--- config.mk ---
export PLATFORM = sky130hd
export DESIGN_NAME = deserializer_frame_cell
export DESIGN_NICKNAME = d
export VERILOG_FILES = /design/src/rtl/deser_pkg.sv /design/src/rtl/deserializer_frame_cell_chk.sv /design/src/rtl/sync_hunter.sv /design/src/rtl/deserializer_frame_cell.sv
export SDC_FILE = /design/constraint.sdc
export NUM_CORES = 1
export LEC_CHECK = 0
export BUFFER_PORTS_ARGS = -buffer_cell sky130_fd_sc_hd__buf_2
export CORE_AREA = 5 5 143 145
export CTS_BUF_LIST = sky130_fd_sc_hd__clkbuf_2 sky130_fd_sc_hd__clkbuf_4 sky130_fd_sc_hd__clkbuf_8
export CTS_CLUSTER_SIZE = 40
export DETAILED_ROUTE_END_ITERATION = 12
export DIE_AREA = 0 0 148 150
export SETUP_SLACK_MARGIN = 0.1
export SLEW_MARGIN = 20
export SYNTH_ARGS = -nofsm -noshare
export SYNTH_HDL_FRONTEND = slang
export SYNTH_SLANG_ARGS = --single-unit
--- constraint.sdc ---
create_clock -name CLK -period 2.3 [get_ports CLK]
set_clock_uncertainty 0.15 [all_clocks]
set_input_delay 0.23 -clock CLK [delete_from_list [all_inputs] [get_ports CLK]]
set_output_delay 0.23 -clock CLK [all_outputs]
set_load 0.05 [all_outputs]
--- src/rtl/deser_pkg.sv ---
// Shared framing definitions for the serial link.
// Transmit and receive ends import these so both agree on the sync header.
package deser_pkg;

  localparam int unsigned SYNC_W_DEF = 8;
  localparam logic [7:0] SYNC_PATTERN_DEF = 8'hA5;

  typedef enum logic [0:0] {
    HUNT    = 1'b0,
    PAYLOAD = 1'b1
  } deser_state_e;

endpackage

--- src/rtl/deserializer_frame_cell_chk.sv ---
// Consistency checks on the deserializer status outputs.
module deserializer_frame_cell_chk (
  input logic clk,
  input logic rst_n,
  input logic par_valid,
  input logic locked,
  input logic sync_err
);

  a_valid_locked: assert property (@(posedge clk) disable iff (!rst_n) par_valid |-> locked);
  a_err_unlocked: assert property (@(posedge clk) disable iff (!rst_n) sync_err |-> !locked);
  a_valid_pulse:  assert property (@(posedge clk) disable iff (!rst_n) par_valid |=> !par_valid);
  a_err_pulse:    assert property (@(posedge clk) disable iff (!rst_n) sync_err |=> !sync_err);
  a_no_overlap:   assert property (@(posedge clk) disable iff (!rst_n) !(par_valid && sync_err));

endmodule

--- src/rtl/sync_hunter.sv ---
// Sync header detector: SYNC_W-bit shift register plus look-ahead compare.
// The match uses the contents the register will hold after this clock.
module sync_hunter
  import deser_pkg::*;
#(
  parameter int unsigned SYNC_W = SYNC_W_DEF,
  parameter logic [SYNC_W-1:0] SYNC_PATTERN = SYNC_W'(SYNC_PATTERN_DEF)
) (
  input  logic clk,
  input  logic rst_n,
  input  logic serial_in,
  output logic match
);

  logic [SYNC_W-1:0] hdr_r;
  logic [SYNC_W-1:0] hdr_next_s;

  // Next header contents and look-ahead compare
  always_comb begin
    hdr_next_s = {hdr_r[SYNC_W-2:0], serial_in};
    if (hdr_next_s == SYNC_PATTERN) begin
      match = 1'b1;
    end else begin
      match = 1'b0;
    end
  end

  // Header shift register, updated every clock in every state
  always_ff @(posedge clk or negedge rst_n) begin
    if (!rst_n) begin
      hdr_r <= '0;
    end else begin
      hdr_r <= hdr_next_s;
    end
  end

endmodule

--- src/rtl/deserializer_frame_cell.sv ---
// Serial frame receiver: hunts for the sync header, captures one LSB-first
// payload word, and tracks link lock with a gap timeout.
module deserializer_frame_cell
  import deser_pkg::*;
#(
  parameter int unsigned WIDTH = 32,
  parameter int unsigned SYNC_W = SYNC_W_DEF,
  parameter logic [SYNC_W-1:0] SYNC_PATTERN = SYNC_W'(SYNC_PATTERN_DEF),
  parameter int unsigned MAX_GAP = 64,
  parameter int unsigned CNT_W = 16
) (
  input  logic             CLK,
  input  logic             RESET,
  input  logic             SERIAL_IN,
  output logic [WIDTH-1:0] PAR_OUT,
  output logic             PAR_VALID,
  output logic             LOCKED,
  output logic [CNT_W-1:0] FRAME_CNT,
  output logic             SYNC_ERR
);

  localparam int unsigned BIT_CNT_W = $clog2(WIDTH);
  localparam int unsigned GAP_W = $clog2(MAX_GAP + 1);
  localparam logic [BIT_CNT_W-1:0] LAST_BIT = BIT_CNT_W'(WIDTH - 1);
  localparam logic [GAP_W-1:0] GAP_LAST = GAP_W'(MAX_GAP - 1);
  localparam logic [CNT_W-1:0] CNT_MAX = {CNT_W{1'b1}};

  deser_state_e           state_r;
  logic [BIT_CNT_W-1:0]   bit_cnt_r;
  logic [GAP_W-1:0]       gap_cnt_r;
  logic [WIDTH-2:0]       payload_r;
  logic [WIDTH-1:0]       par_out_r;
  logic                   par_valid_r;
  logic                   locked_r;
  logic [CNT_W-1:0]       frame_cnt_r;
  logic                   sync_err_r;
  logic                   match_s;

  sync_hunter #(
    .SYNC_W       (SYNC_W),
    .SYNC_PATTERN (SYNC_PATTERN)
  ) u_sync_hunter (
    .clk       (CLK),
    .rst_n     (RESET),
    .serial_in (SERIAL_IN),
    .match     (match_s)
  );

  // Frame FSM, payload capture, lock tracking and status outputs
  always_ff @(posedge CLK or negedge RESET) begin
    if (!RESET) begin
      state_r     <= HUNT;
      bit_cnt_r   <= '0;
      gap_cnt_r   <= '0;
      payload_r   <= '0;
      par_out_r   <= '0;
      par_valid_r <= 1'b0;
      locked_r    <= 1'b0;
      frame_cnt_r <= '0;
      sync_err_r  <= 1'b0;
    end else begin
      par_valid_r <= 1'b0;
      sync_err_r  <= 1'b0;
      case (state_r)
        HUNT: begin
          // A match on the timeout clock wins over the timeout
          if (match_s) begin
            state_r   <= PAYLOAD;
            bit_cnt_r <= '0;
            gap_cnt_r <= '0;
          end else if (locked_r) begin
            if (gap_cnt_r == GAP_LAST) begin
              locked_r   <= 1'b0;
              sync_err_r <= 1'b1;
              gap_cnt_r  <= '0;
            end else begin
              gap_cnt_r <= gap_cnt_r + GAP_W'(1'b1);
            end
          end else begin
            gap_cnt_r <= '0;
          end
        end
        PAYLOAD: begin
          if (bit_cnt_r == LAST_BIT) begin
            par_out_r   <= {SERIAL_IN, payload_r};
            par_valid_r <= 1'b1;
            locked_r    <= 1'b1;
            state_r     <= HUNT;
            gap_cnt_r   <= '0;
            bit_cnt_r   <= '0;
            if (frame_cnt_r != CNT_MAX) begin
              frame_cnt_r <= frame_cnt_r + CNT_W'(1'b1);
            end else begin
              frame_cnt_r <= frame_cnt_r;
            end
          end else begin
            payload_r[bit_cnt_r] <= SERIAL_IN;
            bit_cnt_r            <= bit_cnt_r + BIT_CNT_W'(1'b1);
          end
        end
        default: begin
          state_r <= HUNT;
        end
      endcase
    end
  end

  assign PAR_OUT   = par_out_r;
  assign PAR_VALID = par_valid_r;
  assign LOCKED    = locked_r;
  assign FRAME_CNT = frame_cnt_r;
  assign SYNC_ERR  = sync_err_r;

  deserializer_frame_cell_chk u_chk (
    .clk       (CLK),
    .rst_n     (RESET),
    .par_valid (par_valid_r),
    .locked    (locked_r),
    .sync_err  (sync_err_r)
  );

endmodule
**Word level (Yosys, flattened, before mapping)**

Cells that the tools add are included.
Widths: inputs -> output; s select.

- Memory bits (writable): 0
- Bits in latches: 0
- Memories kept: 0
- Register bits: 102
- Memory bits (read-only): 0

- Eq/ne operators: 7
- Bitwise operators: 2
- Divide/modulo/power cells: 0
- Multiply operators: 0
- Shift operators: 0
- Reduce and logical (&&, ||, !) cells: 5
- Multiplexer cells: 26
- Add/subtract/negate cells: 3
- $lt $le $gt $ge: 2

Operator list:

| operator | count |
|---|---|
| $bwmux 31 | 1 |
| $mux 7 | 4 |
| $add 16x1->16 const B | 1 |
| $ne 16x16->1 const B | 1 |
| $mux 1 | 14 |
| $pmux 7 s2 | 1 |
| $mux 5 | 2 |
| $pmux 5 s2 | 1 |
| $eq 8x8->1 const B | 1 |
| $add 7x1->7 const B | 1 |
| $eq 7x6->1 const B | 1 |
| $lt 5x6->1 const B | 1 |
| $reduce_and 2->1 | 3 |
| $add 5x1->5 const B | 1 |
| $demux 1 s5 | 1 |
| $eq 5x5->1 const B | 1 |
| $ge 5x1->1 const B | 1 |
| $ne 2x2->1 const B | 2 |
| $pmux 1 s2 | 2 |
| $reduce_and 3->1 | 1 |
| $ne 2x1->1 const B | 1 |
| $not 1->1 | 2 |
| $logic_and 1x1->1 | 1 |

**Longest topological paths before layout**

Gate-level depths: netlist of the first run.

- Word-level depth: 5
- Mapped depth: 9
- Gate-level depth less buffers: 8

**Hierarchy**

A second synthesis of the first run with hierarchy kept.

- Cells, all modules: 334
- Area, all modules: 4289.1 µm²

Modules (own cells, without submodules):

| module | area an instance (µm²) | cells each | sequential area each (µm²) | times used |
|---|---|---|---|---|
| deserializer_frame_cell | 4087.7 | 324 | 2377.3 | 1 |
| sync_hunter | 201.4 | 10 | 175.2 | 1 |

**Worst setup path before layout of the first run**

OpenSTA, ideal clock, no wires.

- Path type: reg2reg
- Start point: register bit_cnt_r[0]
- End point: register payload_r[13]
- Period minus slack after synthesis: 2.237 ns
- Path slack: 0.063 ns
- Setup time: 0.125 ns
- Arrival time: 1.962 ns
- Required time: 2.025 ns
- Stages on the path, launching flop included: 9
- Cells stage by stage: dfrtp_1 > ha_1 > and3_1 > ha_1 > nor2b_1 > buf_2 > nand2_1 > nor2_1 > mux2_2

- Longest elaborated chain between the ends: 5
- Elaborated cells between the ends (all ways): 9
- Classes of those cells: order compare (2); eq/ne (1); mux (3); bitwise (1); reduce/logical (2)

RTL lines:

| item | RTL line | source |
|---|---|---|
| start: declaration | deserializer_frame_cell.sv:29 | `logic [BIT_CNT_W-1:0] bit_cnt_r;` |
| start signal: assignment | deserializer_frame_cell.sv:98 | `bit_cnt_r <= bit_cnt_r + BIT_CNT_W'(1'b1);` |
| $lt 5x6->1 (not written as such) or $ge 5x1->1 (tied branches) | deserializer_frame_cell.sv:97 | `payload_r[bit_cnt_r] <= SERIAL_IN;` |
| $logic_and 1x1->1 (not written as such) | deserializer_frame_cell.sv:97 |  |
| $mux 1 (not written as such) | deserializer_frame_cell.sv:97 |  |
| $demux 1 s5 | deserializer_frame_cell.sv:97 |  |
| $bwmux 31 | deserializer_frame_cell.sv:97 |  |
| end signal: assignment | deserializer_frame_cell.sv:55 | `payload_r <= '0;` |
| end signal: indexed assignment | deserializer_frame_cell.sv:97 |  |
| end: declaration | deserializer_frame_cell.sv:31 | `logic [WIDTH-2:0] payload_r;` |

Several ways; a longest one is shown, not always the timed one.
A chain may end at the register's enable or synchronous reset.

**Worst setup path in the final report of the first run**

- Start point: register bit_cnt_r[0]
- End point: register payload_r[17]

Same word-level chain as after synthesis.

==> impl_metrics.tcl, run 1 <==
set metrics [dict create \
    synth_area_mm2 0.00431 \
    cts_buffer_depth 2 \
    p_switching_mw 1.28 \
    whs_ns 0.107 \
    holdPathEnd "u_sync_hunter.hdr_r[0]$_DFF_PN0_" \
    worstPathRequired_ns 2.42 \
    dp_hpwl_mm 6.70 \
    synth_top_area_share 0.592 \
    antenna_cells 0 \
    drv_slew 0 \
    fin_util 0.276 \
    die_w_um 148 \
    ff2ff_setup_slack_ns 0.21 \
    initialDrtViolationCount 193 \
    fin_nets 484 \
    cp_cell_sequence "ha_1, and3_1, ha_2, nor2b_2, buf_6, and2_1, nand2_1, mux2_2" \
    drc_errors 0 \
    critPathCaptureType "register" \
    setup_tns_ns 0 \
    reg2regPathDepth 8 \
    critical_path.startpoint_type "register" \
    vias 3056 \
    cp.arrival_ns 2.22 \
    clkTransAtPathRegs_ns 0.11 \
    synth.net_count 416 \
    grt_pass1_vias 3156 \
    multi_input_area_mm2 0.00173 \
    max_freq_ghz 0.478 \
    rows 51 \
    synth_top_area_cell "dfrtp_1" \
    crit_buf_inv 1 \
    fin_crit_sh 0.910 \
    n_fill_cell 1996 \
    grtUsageTotal 0.0937 \
    portBuffers 53 \
    dieArea_mm2 0.0222 \
    via_per_inst 4.26 \
    clkSinkCount 102 \
    place_area_mm2 0.00499 \
    io_pins 54 \
    p_comb_frac 0.184 \
    fin_crit_ns 2.09 \
    p_seq_frac 0.517 \
    power_leakage_nw 2.68 \
    htreeDepth 3 \
    gp_congestion 0.778 \
    cp_max_fo 10 \
    dp_cells 700 \
    hold_viol 0 \
    critPathKind "reg -> reg" \
    dr.pass1.iters 4 \
    grt_pass1_wl_mm 16.7 \
    antenna_found_initial 0 \
    cap_violations 0 \
    min_path_cells 2 \
    post_cts_buffers 0 \
    switching_share 0.308 \
    core_mm2 0.0191 \
    power.internal_mw 2.88 \
    ant_nets 0 \
    drt_wl_total_mm 9.76 \
    rsz0062_at_grt "no" \
    start_util 0.226 \
    root_buffer "clkbuf_8" \
    die-height_um 150 \
    p_clk_frac 0.300 \
    ys_warn_count 0 \
    wl_per_cell_um 13.6 \
    power.density_mw_per_mm2 790 \
    setup_viol 0 \
    path_delay_family "simple AND/OR/NAND/NOR gates" \
    min_path_type "in -> reg" \
    worstMarginPinSlew_ns 0.590 \
    synthCells 406 \
    critPathSlowestCell "dfrtp_1" \
    grt_overflow_total 0 \
    ys_seq_elements 102 \
    layout-drive-gt1-share 0.301 \
    layout_commonest_cell "nand2_1" \
    maxSlewHeadroom 0.604 \
    ir_drop_v 0.000314 \
    crit_path_max_incr_delay_ns 0.40 \
    synth_seq_area_share 0.592 \
    syn_area_per_cell_um2 10.6 \
    status "complete, no violations" \
    synth_cell_types 41 \
    cts-buffers-inserted 9 \
    r2r_end "payload_r[17]$_DFFE_PN0P_" \
    cts_tree "built" \
    r2r-start "bit_cnt_r[0]$_DFFE_PN0P_" \
    final_cell_mix "121 x nand2_1, 100 x dfrtp_1, 52 x buf_2, 31 x mux2_2, 21 x nor2_1" \
    design_area_mm2 0.00527 \
    min-delay-start "SERIAL_IN" \
    fin_cells 717 \
    regArea_mm2 0.00255 \
    yosys-top-cells-area "dfrtp_1 59%, nand2_1 11%, mux2_2 8.1%" \
    grt_max_degree 43 \
    clkLatencyLatePin_ns 0.38 \
    area_growth_pct 22.3 \
]
-- flip-flops by register name (all words and copies together), names as in the netlist, 5 cells and up --
register             cells
bit_cnt_r                5
gap_cnt_r                7
PAR_OUT                 32
payload_r               31
FRAME_CNT               16
u_sync_hunter.hdr_r      7
-- cells in the mapped netlist --
| cell type | number |
|---|---|
| or2_2 | 1 |
| nand2_1 | 126 |
| xor2_1 | 8 |
| nand4_1 | 7 |
| buf_2 | 1 |
| nor4_1 | 3 |
| clkbuf_1 | 13 |
| a2bb2oi_1 | 1 |
| o21ai_0 | 8 |
| a31oi_1 | 3 |
| or3_1 | 1 |
| mux2_4 | 1 |
| buf_1 | 2 |
| nor3b_1 | 3 |
| nor2_2 | 1 |
| o31ai_1 | 1 |
| mux2_2 | 31 |
| inv_1 | 4 |
| dfrtp_1 | 102 |
| a22o_1 | 5 |
| and4_1 | 1 |
| nand3_1 | 10 |
| and3_1 | 5 |
| nor4_4 | 1 |
| ha_1 | 7 |
| xnor2_1 | 5 |
| nand2b_1 | 3 |
| and2_1 | 4 |
| a21o_1 | 1 |
| a21oi_2 | 1 |
| nand3b_1 | 3 |
| nor2b_1 | 1 |
| nor2_1 | 23 |
| a21boi_0 | 1 |
| nand4_4 | 1 |
| nor4bb_1 | 2 |
| nor3_1 | 4 |
| nor4b_1 | 1 |
| o2111ai_1 | 1 |
| a21oi_1 | 8 |
| a31o_2 | 1 |
-- metal layers --
metal,wire (um),global-route usage,vias to the layer above
met3,368,0.0330,5
met4,75,0.0222,0
li1,-,-,1500
met5,0,0,-
met1,4880,0.129,1502
met2,4430,0.142,49
-- final cells by class --
type	instances	share of cell area
well taps	238	0.0565
clock inverters	7	0.0195
inverters	4	0.00285
flip-flops and latches	102	0.485
repair buffers	73	0.0852
clock buffers	9	0.0235
multi-input cells	284	0.328
-- power by group through the flow --
stage | Sequential, mW | Combinational (mW) | Clock, mW
floorplan | 2.19 | 0.468 | 0
global placement | 2.18 | 0.739 | 0
detailed placement | 2.18 | 0.754 | 0
CTS | 2.15 | 0.760 | 1.31
global route | 2.18 | 0.860 | 1.37
finish | 2.15 | 0.765 | 1.25
-- worst max-delay path by stage --
stage / depth (start not counted) / to / from / slack, ns
5_1_grt: 8 / payload_r[17]$_DFFE_PN0P_ / bit_cnt_r[0]$_DFFE_PN0P_ / 0.11
3_5_place_dp: 8 / payload_r[26]$_DFFE_PN0P_ / bit_cnt_r[0]$_DFFE_PN0P_ / 0.12
6_report: 8 / payload_r[17]$_DFFE_PN0P_ / bit_cnt_r[0]$_DFFE_PN0P_ / 0.21
4_1_cts: 8 / payload_r[12]$_DFFE_PN0P_ / bit_cnt_r[0]$_DFFE_PN0P_ / 0.10
2_1_floorplan: 8 / payload_r[13]$_DFFE_PN0P_ / bit_cnt_r[0]$_DFFE_PN0P_ / 0.14
3_3_place_gp: 8 / payload_r[24]$_DFFE_PN0P_ / bit_cnt_r[0]$_DFFE_PN0P_ / 0.16
-- logic make-up after synthesis --
family / synth area share
xor+xnor: 0.0264
flops: 0.592
buf+inv: 0.0177
simple gates: 0.213
fa+ha+maj: 0.0203
mux: 0.0844
compound gates: 0.0464
-- through the flow --
| step | power [mW] | setup WS, ns |
|---|---|---|
| floorplan | 2.66 | 0.141 |
| global placement | 2.92 | 0.156 |
| detailed placement | 2.94 | 0.122 |
| CTS | 4.22 | 0.105 |
| global route | 4.41 | 0.106 |
| finish | 4.16 | 0.206 |
-- what timing repair did --
action | in CTS | in global routing
endpoints found under the setup margin | 1 | 65
resized for setup | 1 | 15
pin swaps | 0 | 1
hold buffers | 1 | 0
endpoints found under the hold margin | 57 | 0
gates cloned | 0 | 0
Power figures use the tool's default switching activity.
==> inputs of run 2 (changes only) <==
SYNTH_HIERARCHICAL = 1   (was default)
==> impl_metrics.tcl, run 2 <==
set metrics [dict create \
    antenna_found_initial 0 \
    portBuffers 53 \
    setup_tns_ns 0 \
    crit_top_cell "ha_4" \
    wl_per_cell_um 14.3 \
    critPathCaptureType "register" \
    drv_slew 0 \
    grt_max_degree 103 \
    vias 2748 \
    core_mm2 0.0191 \
    n_fill_cell 1934 \
    worstPathRequired_ns 2.40 \
    cts_buffer_depth 2 \
    critical_path.startpoint_type "register" \
    reg2regPathDepth 8 \
    grt_overflow_total 0 \
    cp.arrival_ns 2.22 \
    cp_max_fo 5 \
    rows 51 \
    power.density_mw_per_mm2 710 \
    place_area_mm2 0.00490 \
    synth_top_area_cell "dfrtp_1" \
    min_path_cells 2 \
    drt_wl_total_mm 9.20 \
    clkSinkCount 102 \
    dieArea_mm2 0.0222 \
    critPathSlowestCell "dfrtp_1" \
    die_w_um 148 \
    synthCells 334 \
    antenna_cells 0 \
    clkTransAtPathRegs_ns 0.10 \
    power_leakage_nw 2.24 \
    ir_drop_v 0.000225 \
    ff2ff_setup_slack_ns 0.18 \
    path_delay_family "simple AND/OR/NAND/NOR gates" \
    crit_buf_inv 1 \
    via_per_inst 4.28 \
    die-height_um 150 \
    crit_path_max_incr_delay_ns 0.43 \
    synth.net_count 344 \
    largest_reg_flops 32 \
    area_growth_pct 20.4 \
    maxSlewHeadroom 0.630 \
    ys_seq_elements 102 \
    initialDrtViolationCount 141 \
    synth_cell_types 35 \
    final_cell_mix "102 x dfrtp_1, 64 x mux2_2, 53 x buf_2, 31 x nand2_1, 18 x nor2_1" \
    synth_top_area_share 0.595 \
    grt_pass1_wl_mm 15.3 \
    hold_viol 0 \
    worstMarginPinSlew_ns 0.556 \
    cap_violations 0 \
    yosys-top-cells-area "dfrtp_1 60%, mux2_2 17%, nand2_1 3.0%" \
    critPathKind "reg -> reg" \
    ys_warn_count 6 \
    layout-drive-gt1-share 0.408 \
    grtUsageTotal 0.0864 \
    ys_async_sr_fraction 1.00 \
    htreeDepth 3 \
    fin_crit_sh 0.922 \
    gp_congestion 0.810 \
    synth-main-ff-cell "dfrtp_1" \
    synth_seq_area_share 0.595 \
    rsz0062_at_grt "no" \
    clkLatencyLatePin_ns 0.37 \
    start_util 0.225 \
    root_buffer "clkbuf_8" \
    fin_crit_ns 2.12 \
    status "complete, no violations" \
    synth_most_common_cell "dfrtp_1" \
    cp_cell_sequence "ha_4, and3_4, ha_4, nor2b_2, buf_4, nand2_1, nor2_1, mux2_2" \
    layout_commonest_cell "dfrtp_1" \
    crit_cells 8 \
    design_area_mm2 0.00517 \
    fin_nets 410 \
    dr.pass1.iters 4 \
    io_pins 54 \
    min_path_type "in -> reg" \
    ant_nets 0 \
    cts_tree "built" \
    synthTopCellsByCount "102 x dfrtp_1, 64 x mux2_2, 34 x nand2_1, 21 x nor2_1, 13 x o21ai_0" \
    drc_errors 0 \
    dp_hpwl_mm 6.53 \
    synth_area_mm2 0.00429 \
    max_freq_ghz 0.472 \
    setup_viol 0 \
    syn_area_per_cell_um2 12.8 \
    grt_pass1_vias 2963 \
    cts-buffers-inserted 9 \
    synth_edf_count 0 \
]
run 2: stage by stage:
stage               hold slack, ns  cells  setup WS [ns]  total power [mW]  utilization
global placement             0.192    624         0.0908              2.61        0.257
detailed placement           0.196    624        0.00761              2.64        0.257
CTS                          0.110    642          0.121              3.71        0.269
global route                 0.132    642          0.107              3.86        0.271
floorplan                   -0.216    334          0.113              2.43            -
finish                       0.125    642          0.180              3.67        0.271
run 2: layout make-up:
cell class	instances	area, um2	area share
Clock buffer	10	138	0.0266
Clock inverter	5	36.3	0.00702
Inverter	5	18.8	0.00363
Multi-Input combinational cell	215	1740	0.336
Sequential cell	102	2550	0.494
Tap cell	238	298	0.0576
Timing Repair Buffer	67	385	0.0746
run 2: worst paths after layout:
kind,startpoint,to
setup / recovery,bit_cnt_r[0]$_DFFE_PN0P_,payload_r[23]$_DFFE_PN0P_
hold / removal,SERIAL_IN,u_sync_hunter/hdr_r[0]$_DFF_PN0_
setup reg to reg,bit_cnt_r[0]$_DFFE_PN0P_,payload_r[23]$_DFFE_PN0P_
hold reg to reg,u_sync_hunter/hdr_r[3]$_DFF_PN0_,u_sync_hunter/hdr_r[4]$_DFF_PN0_
max in group asynchronous,RESET,FRAME_CNT[1]$_DFFE_PN0P_
min in group asynchronous,RESET,PAR_OUT[29]$_DFFE_PN0P_
run 2: per-layer routing:
layer	vias to the layer above	share of wire	GRT usage
met5	-	0	0
met4	0	0.016	0.0374
met3	10	0.041	0.0218
met2	61	0.48	0.136
met1	1379	0.47	0.113
li1	1298	-	-
run 2: worst reg2reg max path: stages (launching register included):
cell and delay [ns]:
dfrtp_1 0.43, ha_4 0.19, and3_4 0.18, ha_4 0.17, nor2b_2 0.14, buf_4 0.16, nand2_1 0.12, nor2_1 0.13
mux2_2 0.34
run 2: timing repair:
| action | 4_1_cts | 5_1_grt |
|---|---|---|
| endpoints found under the setup margin | 55 | 25 |
| hold endpoints to repair | 102 | 0 |
| cloned | 1 | 0 |
| pin swaps | 2 | 3 |
| hold buffers | 1 | 0 |
| buffers inserted | 1 | 0 |
| gates resized for setup | 14 | 8 |
run 2: kinds of logic after synthesis:
family	synth area share
xor gates and xnor gates	0.0327
DFF	0.595
and+or+nand+nor	0.132
buffers and inverters	0.0166
AOI/OAI and AO/OA	0.0350
muxes	0.168
adders and majority gates	0.0204
run 2: where the power goes:
group	switching, mW	internal (mW)	leakage, nW
sequential	0.115	1.94	1.25
combinational	0.351	0.224	0.919
clock	0.616	0.417	0.0804
